`config.mk`:
```
export PLATFORM = sky130hd
export DESIGN_NAME = gene_sweep_ctrl
export DESIGN_NICKNAME = d
export VERILOG_FILES = /design/src/rtl/gene_sweep_ctrl.sv
export SDC_FILE = /design/constraint.sdc
export NUM_CORES = 1
export LEC_CHECK = 0
export ABC_CLOCK_PERIOD_IN_PS = 2150
export BUFFER_PORTS_ARGS = -buffer_cell sky130_fd_sc_hd__buf_2
export CAP_MARGIN = 40
export CORE_MARGIN = 4
export CORE_UTILIZATION = 56
export DETAILED_ROUTE_END_ITERATION = 10
export GPL_ROUTABILITY_DRIVEN = 0
export PLACE_DENSITY_LB_ADDON = 0.15
export SLEW_MARGIN = 5
export SYNTH_ARGS = -nofsm -noshare
export SYNTH_HDL_FRONTEND = slang
export SYNTH_SLANG_ARGS = --single-unit
export TNS_END_PERCENT = 30
```
`constraint.sdc`:
```
create_clock -name clk -period 2.15 [get_ports clk]
set_clock_uncertainty 0.05 [all_clocks]
set_input_delay 0.215 -clock clk [delete_from_list [all_inputs] [get_ports clk]]
set_output_delay 0.215 -clock clk [all_outputs]
set_load 0.005 [all_outputs]
```
`src/rtl/gene_sweep_ctrl.sv`:
```
// Sweep controller for a boolean gene network: walks every initial state through the
// external next-state logic and classifies each trajectory as fixed point, 2-cycle or timeout.
//
// state  | meaning
// IDLE   | waiting for start
// LOAD   | present the next initial state, clear trajectory history
// RUN    | step the network one transition per cycle, watch for attractors
// REPORT | hold the result until the consumer takes it
// DONE   | one-cycle completion pulse
module gene_sweep_ctrl #(
    parameter int WIDTH = 8,
    parameter int MAX_STEPS = 16,
    localparam int STEP_W = $clog2(MAX_STEPS + 1)
) (
    input  logic              clk,
    input  logic              rst,
    input  logic              start,
    output logic [WIDTH-1:0]  state_out,
    input  logic [WIDTH-1:0]  next_x,
    output logic              busy,
    output logic              res_valid,
    input  logic              res_ready,
    output logic [WIDTH-1:0]  res_init,
    output logic [1:0]        res_kind,
    output logic [STEP_W-1:0] res_steps,
    output logic              done
);

    typedef enum logic [2:0] {
        S_IDLE,
        S_LOAD,
        S_RUN,
        S_REPORT,
        S_DONE
    } state_t;

    localparam logic [STEP_W-1:0] STEP_MAX     = STEP_W'(MAX_STEPS);
    localparam logic [1:0]        KIND_FIXED   = 2'b00;
    localparam logic [1:0]        KIND_CYCLE   = 2'b01;
    localparam logic [1:0]        KIND_TIMEOUT = 2'b10;

    state_t state;
    state_t state_nx;

    logic [WIDTH-1:0]  init_cnt;
    logic [WIDTH-1:0]  prev;
    logic              prev_valid;
    logic [STEP_W-1:0] step;
    logic [STEP_W-1:0] step_inc;

    logic is_fixed;
    logic is_cycle;
    logic is_timeout;
    logic transfer;
    logic last_init;

    assign step_inc   = step + STEP_W'(1);
    assign is_fixed   = (next_x == state_out);
    // A fixed point always wins over the 2-cycle check.
    assign is_cycle   = prev_valid && (next_x == prev) && !is_fixed;
    assign is_timeout = (step_inc == STEP_MAX);
    assign transfer   = (state == S_REPORT) && res_ready;
    assign last_init  = (init_cnt == {WIDTH{1'b1}});

    always_ff @(posedge clk) begin
        if (rst) begin
            state <= S_IDLE;
        end else begin
            state <= state_nx;
        end
    end

    always_comb begin
        state_nx = state;
        unique case (state)
            S_IDLE: begin
                if (start) begin
                    state_nx = S_LOAD;
                end
            end
            S_LOAD: begin
                state_nx = S_RUN;
            end
            S_RUN: begin
                if (is_fixed || is_cycle || is_timeout) begin
                    state_nx = S_REPORT;
                end
            end
            S_REPORT: begin
                if (transfer) begin
                    state_nx = last_init ? S_DONE : S_LOAD;
                end
            end
            S_DONE: begin
                state_nx = S_IDLE;
            end
            default: begin
                state_nx = S_IDLE;
            end
        endcase
    end

    always_comb begin
        busy      = 1'b0;
        res_valid = 1'b0;
        done      = 1'b0;
        if (state != S_IDLE) begin
            busy = 1'b1;
        end
        if (state == S_REPORT) begin
            res_valid = 1'b1;
        end
        if (state == S_DONE) begin
            done = 1'b1;
        end
    end

    always_ff @(posedge clk) begin
        if (rst) begin
            init_cnt   <= '0;
            state_out  <= '0;
            prev       <= '0;
            prev_valid <= 1'b0;
            step       <= '0;
            res_init   <= '0;
            res_kind   <= '0;
            res_steps  <= '0;
        end else begin
            unique case (state)
                S_IDLE: begin
                    if (start) begin
                        init_cnt <= '0;
                    end
                end
                S_LOAD: begin
                    state_out  <= init_cnt;
                    prev_valid <= 1'b0;
                    step       <= '0;
                end
                S_RUN: begin
                    if (is_fixed) begin
                        res_init  <= init_cnt;
                        res_kind  <= KIND_FIXED;
                        res_steps <= step_inc;
                    end else if (is_cycle) begin
                        res_init  <= init_cnt;
                        res_kind  <= KIND_CYCLE;
                        res_steps <= step_inc;
                    end else if (is_timeout) begin
                        res_init  <= init_cnt;
                        res_kind  <= KIND_TIMEOUT;
                        res_steps <= STEP_MAX;
                    end else begin
                        prev       <= state_out;
                        prev_valid <= 1'b1;
                        state_out  <= next_x;
                        step       <= step_inc;
                    end
                end
                S_REPORT: begin
                    // The last initial state ends the sweep instead of wrapping to zero.
                    if (transfer && !last_init) begin
                        init_cnt <= init_cnt + WIDTH'(1);
                    end
                end
                S_DONE: begin
                end
                default: begin
                end
            endcase
        end
    end

endmodule

```
==> run_results.csv <==
group,metric,value,unit
outcome,status,"finished clean",
clock_tree,clockBufferDepth,2,
worst_setup_path,start_kind,"register",
worst_setup_path,crit_start,"state[0]",
clock_tree,post_cts_buffers,0,
worst_setup_path,r2r-end,"init_cnt[5]",
clock_tree,cts-root-buf,"clkbuf_8",
timing,period_needed,2.00,ns
worst_setup_path,reg2reg_depth,5,
timing,max_slew_margin,60.3,%
placement,dp.cells,378,
global_route,grt_overflow,0,
placement,placed_area,2790,um^2
timing,maxSlewViolCount,0,
synth,synth_cell_types,41,
min_path,hp-start,"res_ready",
synth,synthAdderAreaFrac,1.01,%
drt,vias_per_cell,5.95,
timing,max_freq,501,MHz
timing,timing.final.crit_share,92.8,%
die,fp.dieW,74.5,um
clock_tree,cts_made_buffers,5,
clock_tree,htreeDepth,2,
worst_setup_path,critPathMaxFanout,11,
clock_tree,cts_resized,0,
worst_setup_path,cp-end-kind,"register",
drt,routed_wirelength,5970,um
synth,synth-edff-count,0,
timing,fin_tns_setup,0,ns
drt,drc,0,
synth,synth_mux_area_share,7.28,%
drt,vias,2297,
drt,postRouteAntennaNets,0,
finish,nNetsFinal,349,
clock_tree,clk_latency,0.31,ns
clock_tree,cts.sinks,48,
drt,firstDrtPassIters,4,
worst_setup_path,rrSetupSlack,0.15,ns
global_route,antenna_found_initial,0,
global_route,grt_use_total,23.4,%
worst_setup_path,rr_startpoint,"state[0]",
die,die_h,74.5,um
placement,dpl.hpwl,4270,um
clock_tree,cts_tree,"done",
timing,tightest_slew,0.590,ns
worst_setup_path,critPathRequiredTime,2.33,ns
pwr,leakagePower,1.11,nW
finish,stdcell_count,386,
synth,syn_area,2480,um^2
synth,yosys.area_share.simple,24.7,%
timing,setup_violations,0,
die,rows,23,
synth,syn-num-nets,307,
pwr,total_power,2.40,mW
die,die-area,5550,um^2
worst_setup_path,slowest_stage,"or4_1",
worst_setup_path,critical_path_class,"register to register",
worst_setup_path,worstSetupEndpoint,"init_cnt[5]",
timing,hold_viol,0,
clock_tree,cts_hold_buffers,0,
job,maxCapViolations,0,
synth,yosysSeqAreaShare,38.8,%
global_route,grt_max_degree,41,
synth,synthFlopType,"dfxtp_1",
min_path,holdCritPathClass,"input pin to register",
worst_setup_path,crit_chain,"or2_4 -> a2111oi_4 -> nand2_4 -> or4_1 -> a21oi_1",
clock_tree,clk_pin_slew,0.08,ns
timing,rsz0062_at_grt,"false",
die,initial_core_util,59.8,%
worst_setup_path,critPathMaxStageDelay,0.47,ns
finish,syn2layout_area_growth,17.1,%
worst_setup_path,cp.arrival,2.18,ns
finish,drive_gt1_share,23.5,%
synth,yosysWarnings,0,
global_route,grt_pass1_wl,10000,um
die,coreArea,4140,um^2
global_route,grt_pass1_vias,2125,
synth,synth_top_family_by_area,"simple AND/OR/NAND/NOR gates",
placement,port-buffer-count,37,
synth,synth_xor_area_share,7.78,%
finish,final_util,70.0,%
synth,async_reset_ff_share,0,%
synth,syn_inst,293,
die,ios,38,
pwr,powerDensity,827,nW/um^2
synth,syn_area_per_cell,8.45,um^2
synth,synth_compound_area_share,16.2,%
drt,wire_per_inst,15.5,um
finish,fillers,349,
drt,drtIter0Drc,212,
synth,synth_seq_cells,48,
finish,n_antenna_cell,0,
pwr,ir_drop,0.621,mV
finish,design_area,2900,um^2
-- per-layer routing --
| layer | track usage [%] | routed length (um) | vias to the layer above |
|---|---|---|---|
| li1 | - | - | 1137 |
| met1 | 32.1 | 2690 | 1075 |
| met2 | 35.8 | 2820 | 74 |
| met3 | 4.59 | 360 | 11 |
| met4 | 10.1 | 103 | 0 |
| met5 | 0 | 0 | - |
-- layout make-up --
type                       instances  area [um^2]  share of cell area [%]
clock inverter                     2         35.0                    1.21
sequential                        48          961                    33.1
tap                               50         62.6                    2.16
clock buffer                       6         72.6                    2.50
multi-input combinational        219         1420                    48.9
timing repair buffer              54          325                    11.2
inverter                           7         26.3                   0.906
-- synthesized netlist by cell type, drive strengths merged, types with 3 or more instances --
master | n | area [um^2]
clkbuf | 16 | 60.1
o311ai | 3 | 26.3
nor3 | 5 | 25.0
o32ai | 5 | 43.8
xor2 | 4 | 35.0
and3 | 3 | 18.8
dfxtp | 48 | 961
mux2 | 8 | 90.1
inv | 7 | 26.3
xnor2 | 18 | 158
o31ai | 10 | 75.1
buf | 3 | 17.5
nand4 | 17 | 106
a21oi | 28 | 140
nor2b | 11 | 68.8
nor2 | 11 | 41.3
o21ai | 5 | 25.0
nand3 | 10 | 50.1
nand2 | 46 | 180
mux2i | 9 | 90.1
or3 | 6 | 41.3
-- cells in the final DEF (no fill, tap or decap), types with 2 or more instances in the layout --
cell type,netlist,routed
nand2_1,45,45
nand3_1,10,10
o31ai_1,10,10
mux2i_1,9,9
and3b_2,2,2
o32ai_1,5,5
a21oi_1,28,28
buf_4,1,16
or3_2,3,3
clkbuf_8,0,5
ha_1,2,2
o21ai_0,5,5
buf_2,2,37
a31oi_1,2,2
and3_1,3,3
nor2b_1,11,11
or3_1,3,3
o311ai_0,3,3
inv_1,7,7
nor2_1,11,11
nand4_1,17,17
mux2_2,8,8
nor3_1,5,4
xnor2_1,18,18
dfxtp_1,48,48
xor2_1,4,4
-- how the worst min path moves through the flow --
stage / to / cells after the start
2_1_floorplan: state[1] / 1
3_3_place_gp: state[1] / 2
3_5_place_dp: state[1] / 2
4_1_cts: state[1] / 2
5_1_grt: state[1] / 2
6_report: state[1] / 2
-- kinds of logic after synthesis --
family / count (synthesis)
compound gates: 60
buf+inv: 26
xor+xnor: 22
flops: 48
fa+ha+maj: 2
mux: 17
simple gates: 118
-- worst max-delay path: cells and delay by family, from the launching register on --
| kind | cells | cell delay, ns |
|---|---|---|
| AND/OR/NAND/NOR | 3 | 0.87 |
| AO/OA/AOI/OAI | 2 | 0.60 |
| flip-flops | 1 | 0.41 |
-- registers in the layout, summed over array words and instances (netlist names) --
name        count
prev            8
state           3
state_out       8
res_steps       5
res_kind        2
prev_valid      1
step            5
init_cnt        8
res_init        8
-- through the flow --
step,worst slack (ns),hold WS (ns)
global placement,0.222,0.374
detailed placement,0.193,0.378
floorplan,0.214,0.273
global route,0.0131,0.0612
CTS,0.172,0.0523
finish,0.154,0.0623
-- power by group --
group / switching, mW / total (mW) / internal, mW / leakage [nW]
combinational: 0.396 / 0.735 / 0.339 / 0.664
sequential: 0.0733 / 1.01 / 0.938 / 0.387
clock: 0.304 / 0.650 / 0.345 / 0.0552
total: 0.774 / 2.40 / 1.62 / 1.11
Note: power is estimated with default switching activity, not from simulation.
